--- config.mk ---
export PLATFORM = sky130hd
export DESIGN_NAME = ks_adder_pipe
export DESIGN_NICKNAME = d
export VERILOG_FILES = /design/src/rtl/ks_pkg.sv /design/src/rtl/ks_prefix_stage.sv /design/src/rtl/ks_adder_pipe.sv
export SDC_FILE = /design/constraint.sdc
export NUM_CORES = 1
export LEC_CHECK = 0
export CAP_MARGIN = 20
export CORE_ASPECT_RATIO = 0.6
export CORE_UTILIZATION = 41
export CTS_CLUSTER_DIAMETER = 40
export DETAILED_ROUTE_END_ITERATION = 10
export PLACE_DENSITY = 0.64
export REMOVE_ABC_BUFFERS = 1
export SLEW_MARGIN = 20
export SYNTH_ARGS = -nofsm -noshare
export SYNTH_HDL_FRONTEND = slang
export SYNTH_SLANG_ARGS = --single-unit
--- constraint.sdc ---
create_clock -name clk -period 6.5 [get_ports clk]
set_input_delay 1.3 -clock clk [delete_from_list [all_inputs] [get_ports clk]]
set_output_delay 1.3 -clock clk [all_outputs]
set_load 0.05 [all_outputs]
--- src/rtl/ks_pkg.sv ---
// Shared types and helpers for the pipelined Kogge-Stone adder/subtractor.
package ks_pkg;

  typedef enum logic [1:0] {
    OP_ADD = 2'b00,
    OP_SUB = 2'b01,
    OP_INC = 2'b10,
    OP_DEC = 2'b11
  } ks_op_e;

  // b_eff = (b_zero ? 0 : B), then inverted if b_inv; c0 is the folded carry-in
  typedef struct packed {
    logic b_zero;
    logic b_inv;
    logic c0;
  } ks_ctl_t;

  function automatic int ks_clog2(input int v);
    int r;
    r = 0;
    for (int i = 0; i < 31; i++)
      if ((1 << i) < v) r = i + 1;
    return r;
  endfunction

  function automatic ks_ctl_t ks_op_ctl(input ks_op_e op, input logic cin);
    ks_ctl_t c;
    case (op)
      OP_ADD:  c = '{b_zero: 1'b0, b_inv: 1'b0, c0: cin};
      OP_SUB:  c = '{b_zero: 1'b0, b_inv: 1'b1, c0: ~cin};
      OP_INC:  c = '{b_zero: 1'b1, b_inv: 1'b0, c0: 1'b1};
      default: c = '{b_zero: 1'b1, b_inv: 1'b1, c0: 1'b0};
    endcase
    return c;
  endfunction

endpackage

--- src/rtl/ks_prefix_stage.sv ---
// One registered Kogge-Stone prefix level; sum-propagate and carry-in ride along.
module ks_prefix_stage #(
  parameter int WIDTH = 8,
  parameter int DIST  = 1
) (
  input  logic             clk,
  input  logic             rst,
  input  logic             stall,
  input  logic             in_vld,
  input  logic [WIDTH-1:0] in_g,
  input  logic [WIDTH-1:0] in_p,
  input  logic [WIDTH-1:0] in_x,
  input  logic             in_c0,
  output logic             out_vld,
  output logic [WIDTH-1:0] out_g,
  output logic [WIDTH-1:0] out_p,
  output logic [WIDTH-1:0] out_x,
  output logic             out_c0
);

  logic [WIDTH-1:0] g_n, p_n;

  for (genvar i = 0; i < WIDTH; i++) begin : g_bit
    if (i >= DIST) begin : g_comb
      assign g_n[i] = in_g[i] | (in_p[i] & in_g[i-DIST]);
      assign p_n[i] = in_p[i] & in_p[i-DIST];
    end else begin : g_pass
      assign g_n[i] = in_g[i];
      assign p_n[i] = in_p[i];
    end
  end

  always_ff @(posedge clk) begin
    if (rst) begin
      out_vld <= 1'b0;
    end else if (!stall) begin
      out_vld <= in_vld;
      out_g   <= g_n;
      out_p   <= p_n;
      out_x   <= in_x;
      out_c0  <= in_c0;
    end
  end

endmodule

--- src/rtl/ks_adder_pipe.sv ---
// Pipelined Kogge-Stone add/sub/inc/dec with valid/ready stream and global stall.
module ks_adder_pipe
  import ks_pkg::*;
#(
  parameter int WIDTH = 8
) (
  input  logic             clk,
  input  logic             rst,
  input  logic             in_valid,
  output logic             in_ready,
  input  logic [WIDTH-1:0] A,
  input  logic [WIDTH-1:0] B,
  input  logic             cin,
  input  logic [1:0]       op,
  output logic             out_valid,
  input  logic             out_ready,
  output logic [WIDTH-1:0] S,
  output logic             C,
  output logic             V
);

  localparam int LEVELS = ks_clog2(WIDTH);

  logic stall;
  logic [LEVELS:0]            vld_pipe, c0_pipe;
  logic [LEVELS:0][WIDTH-1:0] g_pipe, p_pipe, x_pipe;

  ks_ctl_t          ctl;
  logic [WIDTH-1:0] b_eff, g0;
  logic             s0_vld, s0_c0;
  logic [WIDTH-1:0] s0_g, s0_p;

  assign stall    = out_valid & ~out_ready;
  assign in_ready = ~stall & ~rst;

  // Carry-in is absorbed into bit 0's generate, so the prefix tree never needs a
  // separate carry-in term and G_i is the true carry out of bit i.
  always_comb begin
    ctl   = ks_op_ctl(ks_op_e'(op), cin);
    b_eff = ctl.b_zero ? '0 : B;
    if (ctl.b_inv) b_eff = ~b_eff;
    g0    = A & b_eff;
    g0[0] = g0[0] | ((A[0] ^ b_eff[0]) & ctl.c0);
  end

  always_ff @(posedge clk) begin
    if (rst) begin
      s0_vld <= 1'b0;
    end else if (!stall) begin
      s0_vld <= in_valid & in_ready;
      s0_g   <= g0;
      s0_p   <= A ^ b_eff;
      s0_c0  <= ctl.c0;
    end
  end

  assign vld_pipe[0] = s0_vld;
  assign g_pipe[0]   = s0_g;
  assign p_pipe[0]   = s0_p;
  assign x_pipe[0]   = s0_p;
  assign c0_pipe[0]  = s0_c0;

  for (genvar k = 1; k <= LEVELS; k++) begin : g_lvl
    ks_prefix_stage #(.WIDTH(WIDTH), .DIST(1 << (k-1))) u_stage (
      .clk    (clk),
      .rst    (rst),
      .stall  (stall),
      .in_vld (vld_pipe[k-1]),
      .in_g   (g_pipe[k-1]),
      .in_p   (p_pipe[k-1]),
      .in_x   (x_pipe[k-1]),
      .in_c0  (c0_pipe[k-1]),
      .out_vld(vld_pipe[k]),
      .out_g  (g_pipe[k]),
      .out_p  (p_pipe[k]),
      .out_x  (x_pipe[k]),
      .out_c0 (c0_pipe[k])
    );
  end

  logic [WIDTH-1:0] carry;
  assign carry = {g_pipe[LEVELS][WIDTH-2:0], c0_pipe[LEVELS]};

  // Result registers only load real beats, so S stays 0 after reset until one lands.
  always_ff @(posedge clk) begin
    if (rst) begin
      out_valid <= 1'b0;
      S         <= '0;
      C         <= 1'b0;
      V         <= 1'b0;
    end else if (!stall) begin
      out_valid <= vld_pipe[LEVELS];
      if (vld_pipe[LEVELS]) begin
        S <= x_pipe[LEVELS] ^ carry;
        C <= g_pipe[LEVELS][WIDTH-1];
        V <= carry[WIDTH-1] ^ g_pipe[LEVELS][WIDTH-1];
      end
    end
  end

endmodule

==> impl_results.md, run 1 <==
- Site Rows: 25
- Mapped Avg Cell Area: between 15 and 20 um2
- Max clock buf depth: 2
- Status: complete, no violations
- Worst path slowest cell: clkdlybuf4s50_1
- Placeable Area: ~8000 um2
- H-Tree Depth: 3
- Post-CTS Setup Inserts: 0
- Reg area: between 2000 and 3000 um2
- Post-route antenna net violation count: 0
- FMAX: 0.218 GHz
- Synth cell types: 21
- Final setup vio count: 0
- Clk_lat worst skew: 330 ps
- Worst Tran Pin Value: 919 ps
- Residual DRC: 0
- Cell taking the most area after synthesis: edfxtp_1
- Largest stage delay on the critical path: approximately 850 ps
- Setup TNS: 0 ps
- Tightest Hold Check Type: flip-flop to flip-flop
- Vias/cell: 4.52
- Port Buffer Count: 34
- GRT Total Usage: 11.6%
- Via count of the first global-routing pass: 1550
- Post-CTS sizing: 0
- Diode count: 0
- Final Hold Fails: 0
- Crit-path cells: clkdlybuf4s50_1 > nor2_4 > clkdlybuf4s50_1
- Die area: roughly 8800 um2
- CTS clock-pin slew for the worst setup and hold paths: 50 ps
- Yosys top cell area share: 67.5%
- Setup slack, reg-to-reg: 4500 ps
- Synth Warn #: 0
- Post-synthesis sequential area ratio: around 76%
- Slew HR: roughly two fifths
- Initial core utilization: 43.2%
- Detailed Route WL: approximately 4.5 mm
- Syn Inst Count: 201
- Cell Area, Synth: ~3500 um2
- Hold_sp: g_lvl[1].u_stage.out_x[2]$_DFFE_PN_
- RSZ-0062 raised after global routing: false
- Yosys reg bits: 93
- Chip Width: 121 um
- 1st-pass router iterations: 4
- CTS tree: yes
- Reg2Reg Capture Point: g_lvl[1].u_stage.out_c0$_DFFE_PN_
- Total power divided by cell area: 307 nW/um2
- Hold Crit Endpoint: g_lvl[2].u_stage.out_x[2]$_DFFE_PN_
- Reg-to-reg startpoint: out_valid$_SDFFE_PP0N_
- Clock root buffer: clkbuf_16
- Crit path DAT: 3280 ps
- Layout fillers: 681
- Largest cells by area after synthesis: edfxtp_1, dfxtp_1, xnor2_1, a21o_1, a211oi_2
- Reg2reg path depth: 3
- CTS hold repair buffers: 0
- Max-slew violation count: 0
- Multi-input logic area: approximately 790 um2
- WL/cell: 12.6 um
- Crit path launch type: input port
- Min cycle time layout: 4580 ps
- 1st-iter DRT viols: 141
- Global route overflow: 0
- CTS Buf Count: 9
- First-pass GRT wire length: approximately 7.4 mm
- Worst Setup End Kind: output port
- Period utilization: 70.4%
- Num Clock Sinks: 93
- Share of layout cells above drive strength 1: a little over a tenth
- CP required: 5200 ps
- Final design area excluding fillers: between 4000 and 5000 um2
- Io pins: 35
- CP max FO: 16
- Nets: 272
- Clock Skews: 6.17 ps
- Lkg Pwr: 1.49 nW
- Initial antenna violation count: 0
- Placed wire-length estimate: 2.94 mm
- Hold Path Stages: 0
- Largest net degree at the start of global routing: 79
- Vias: 1599
- Cell mode on critical path: clkdlybuf4s50_1
- Die Y: 73.3 um
- Placed cell areas: just under 4000 um2
- Max Cap Viol: 0
- Setup Crit Path Kind: input port to output port
- VDD IR-drop max: 0.125 mV
- Area Overhead vs Synth: 21.7%
- Routability cong.: around 0.68
[cell families (layout without fill, tap and decap cells)]
kind of cell               count (synthesis)  after routing  synth area share [%]
DFF                                       93             93                  76.2
buffers and inverters                      7             52                  1.30
AOI/OAI and AO/OA                         43             43                  9.45
and+or+nand+nor                           32             32                  5.66
adders and majority gates                  8              8                  2.89
xor gates and xnor gates                  18             18                  4.54
[metal layers]
layer	global-route usage [%]	wire length, um	up-vias
met3	5.82	246	4
li1	-	-	822
met4	4.94	27	0
met1	15.5	2240	726
met5	0	0	-
met2	15.9	1940	47
[flip-flops by register name (all words and copies together) (netlist names)]
signal / flops
g_lvl.u_stage.out_c0: 3
s0_g: 8
out_valid: 1
s0_p: 8
g_lvl.u_stage.out_p: 10
s0_c0: 1
g_lvl.u_stage.out_x: 24
S: 8
s0_vld: 1
C: 1
g_lvl.u_stage.out_g: 24
g_lvl.u_stage.out_vld: 3
V: 1
[cells in the mapped netlist]
library cell	count
buf_2	2
inv_1	1
o21ai_1	1
a21o_1	18
and2b_1	1
buf_4	2
a21oi_1	15
nand2_1	8
nor2_1	2
a211oi_2	9
edfxtp_1	78
nand3_1	1
dfxtp_1	15
ha_1	8
nand2b_1	8
nand2b_4	1
buf_6	1
xnor2_1	18
and2_1	10
clkbuf_2	1
nor2_8	1
[worst max-delay path: cells and delay by family]
kind / cells / cell delay (ps)
buffers and inverters: 2 / 1660
and+or+nand+nor: 1 / 310
[how the worst max path moves through the flow]
stage                         start        to
after global placement          rst  in_ready
after floorplan           out_ready  in_ready
after global routing            rst  in_ready
after detailed placement        rst  in_ready
final                           rst  in_ready
after CTS                       rst  in_ready
[through the flow]
stage	power, mW	hold slack [ps]	instances	setup WS [ps]	utilization, %
2_1_floorplan	0.774	400	195	-271	-
3_3_place_gp	0.808	403	338	1940	48.7
3_5_place_dp	0.810	405	338	1930	48.7
4_1_cts	1.32	418	354	1920	52.5
5_1_grt	1.35	419	354	1830	52.5
6_report	1.30	416	354	1920	52.5
[cells in the final DEF, fill, tap and decap left out, drive strengths merged, types with 8 or more instances in the layout]
master,instances
edfxtp,78
ha,8
a21oi,15
clkdlybuf4s50,34
a211oi,9
a21o,18
xnor2,18
and2,10
dfxtp,15
clkbuf,16
nand2b,9
nand2,8
[where the power goes]
group	internal, mW	switching, mW	leakage, nW
Clock	0.314	0.187	0.148
Sequential	0.699	0.0190	0.887
Combinational	0.0389	0.0387	0.455
[final cells by class]
cell class | count | area share (%)
clock buffers | 16 | 7.17
well taps | 108 | 3.20
repair buffers | 35 | 8.24
flip-flops and latches | 93 | 62.6
multi-input cells | 101 | 18.7
inverters | 1 | 0.0889
(Power assumes the default switching activity.)
==> run 2: changes to the inputs <==
Settings changed: PLACE_DENSITY 0.64 to 0.62.
Clock period 6.5 ns to 4.45 ns, I/O delays scaled along.
==> impl_results.md, run 2 (synthesis results as in run 1) <==
- Status: complete, no violations
- H-Tree Depth: 3
- 1st-pass router iterations: 4
- Clk_lat worst skew: 330 ps
- Routability cong.: 0.685
- Share of layout cells above drive strength 1: 11.7%
- Crit path launch: out_ready
- 1st-iter DRT viols: 137
- Tightest Hold Check Type: flip-flop to flip-flop
- Via count of the first global-routing pass: 1569
- Vias: 1585
- Final design area excluding fillers: roughly 4300 um2
- Post-CTS sizing: 0
- Most frequent cells in the layout: edfxtp_1, clkdlybuf4s50_1, xnor2_1, a21o_1
- Crit path DAT: 2070 ps
- Reg2Reg Capture Point: g_lvl[2].u_stage.out_c0$_DFFE_PN_
- Post-route antenna net violation count: 0
- RSZ-0062 raised after global routing: false
- Max Cap Viol: 0
- Layout fillers: 652
- Setup ws final: 1490 ps
- CTS hold repair buffers: 0
- Slew HR: 39.0%
- CTS tree: yes
- Max clock buf depth: 2
- Initial core utilization: a little over two fifths
- Reg-to-reg startpoint: out_valid$_SDFFE_PP0N_
- Clock Skews: 4.67 ps
- Lkg Pwr: 1.50 nW
- Flop pwr share: 53.7%
- Worst Tran Pin Value: 914 ps
- Min cycle time layout: about 3000 ps
- Post-CTS Setup Inserts: 0
- Worst path slowest cell: clkdlybuf4s50_1
- CTS clock-pin slew for the worst setup and hold paths: ~60 ps
- Pre-CTS WS: 1380 ps
- Crit path launch type: input port
- Port Buffer Count: 34
- CP bufs+invs: 2
- VDD IR-drop max: around 0.18 mV
- FMAX: 0.337 GHz
- Placed Instances: 339
- Setup slack, reg-to-reg: 2420 ps
- Largest registers: g_lvl.u_stage.out_g x24, g_lvl.u_stage.out_x x24, g_lvl.u_stage.out_p x10
- CP delay by family, top: buffers and inverters
- Nets: 273
- Num Clock Sinks: between 90 and 100
- GRT Total Usage: 11.6%
- Clock root buffer: clkbuf_16
- Site Rows: 25
- Max-slew violation count: 0
- Largest stage delay on the critical path: 470 ps
- Vias/cell: 4.46
- Die area: around 8800 um2
- Final setup vio count: 0
- Diode count: 0
- WL/cell: 12.4 um
- Area Overhead vs Synth: 22.5%
- Global route overflow: 0
- Hold WS: 412 ps
- Clk pwr share: 40.4%
- Setup TNS: 0 ps
- Final Hold Fails: 0
- Placeable Area: 8040 um2
- Detailed Route WL: 4.40 mm
- P_sw: 0.378 mW
- Power Total: 1.95 mW
- Final core occ: 52.9%
- Largest net degree at the start of global routing: 79
- Io pins: 35
- Crit path to: in_ready
- Worst path depth: 4
- Setup Crit Path Kind: input port to output port
- Chip Width: 121 um
- CP required: 3560 ps
- CP max FO: 7
- Total power divided by cell area: 459 nW/um2
- Gate power share: just under 6%
- Hold_sp: g_lvl[2].u_stage.out_x[5]$_DFFE_PN_
- Switch share: 19.4%
- Internal: 1.57 mW
- Worst Setup End Kind: output port
- CTS Buf Count: 9
- Placed wire-length estimate: 2.83 mm
- Die Y: 73.3 um
- Fin cells: ~360
- Commonest non-fill, non-tap cell in the layout: edfxtp_1
- Initial antenna violation count: 0
- Placed cell areas: 3940 um2
- Residual DRC: 0
- Period utilization: around 67%
- Crit-path cells: clkdlybuf4s50_1 > and2b_1 > nor2_4 > buf_12
- First-pass GRT wire length: 7.33 mm
- Reg2reg path depth: 3
-- run 2: worst min-delay path by stage --
| stage | to | slack (ps) | cells past startpoint |
|---|---|---|---|
| 2_1_floorplan | g_lvl[1].u_stage.out_c0$_DFFE_PN_ | 400 | 0 |
| 3_3_place_gp | g_lvl[2].u_stage.out_x[6]$_DFFE_PN_ | 400 | 0 |
| 3_5_place_dp | g_lvl[1].u_stage.out_c0$_DFFE_PN_ | 400 | 0 |
| 4_1_cts | g_lvl[3].u_stage.out_x[5]$_DFFE_PN_ | 410 | 0 |
| 5_1_grt | g_lvl[2].u_stage.out_x[7]$_DFFE_PN_ | 430 | 0 |
| 6_report | g_lvl[3].u_stage.out_x[5]$_DFFE_PN_ | 410 | 0 |
-- run 2: metal layers --
| layer | track usage, % | wire [um] | vias up |
|---|---|---|---|
| li1 | - | - | 824 |
| met1 | 15.4 | 2330 | 707 |
| met2 | 16.0 | 1750 | 47 |
| met3 | 5.43 | 257 | 7 |
| met4 | 5.76 | 74 | 0 |
| met5 | 0 | 0 | - |
-- run 2: layout make-up --
| class | count | area, um2 | area share [%] |
|---|---|---|---|
| flip-flops and latches | 93 | 2640 | 62.2 |
| multi-input cells | 101 | 790 | 18.6 |
| repair buffers | 36 | 365 | 8.59 |
| clock buffers | 11 | 233 | 5.47 |
| well taps | 108 | 135 | 3.18 |
| clock inverters | 5 | 82.6 | 1.94 |
| inverters | 1 | 3.75 | 0.0883 |
-- run 2: power groups by stage --
| stage | Clock, mW | Combinational [mW] | Sequential, mW |
|---|---|---|---|
| 2_1_floorplan | 0 | 0.0624 | 1.07 |
| 3_3_place_gp | 0 | 0.115 | 1.07 |
| 4_1_cts | 0.812 | 0.117 | 1.05 |
| 3_5_place_dp | 0 | 0.116 | 1.07 |
| 6_report | 0.788 | 0.115 | 1.05 |
| 5_1_grt | 0.845 | 0.129 | 1.06 |
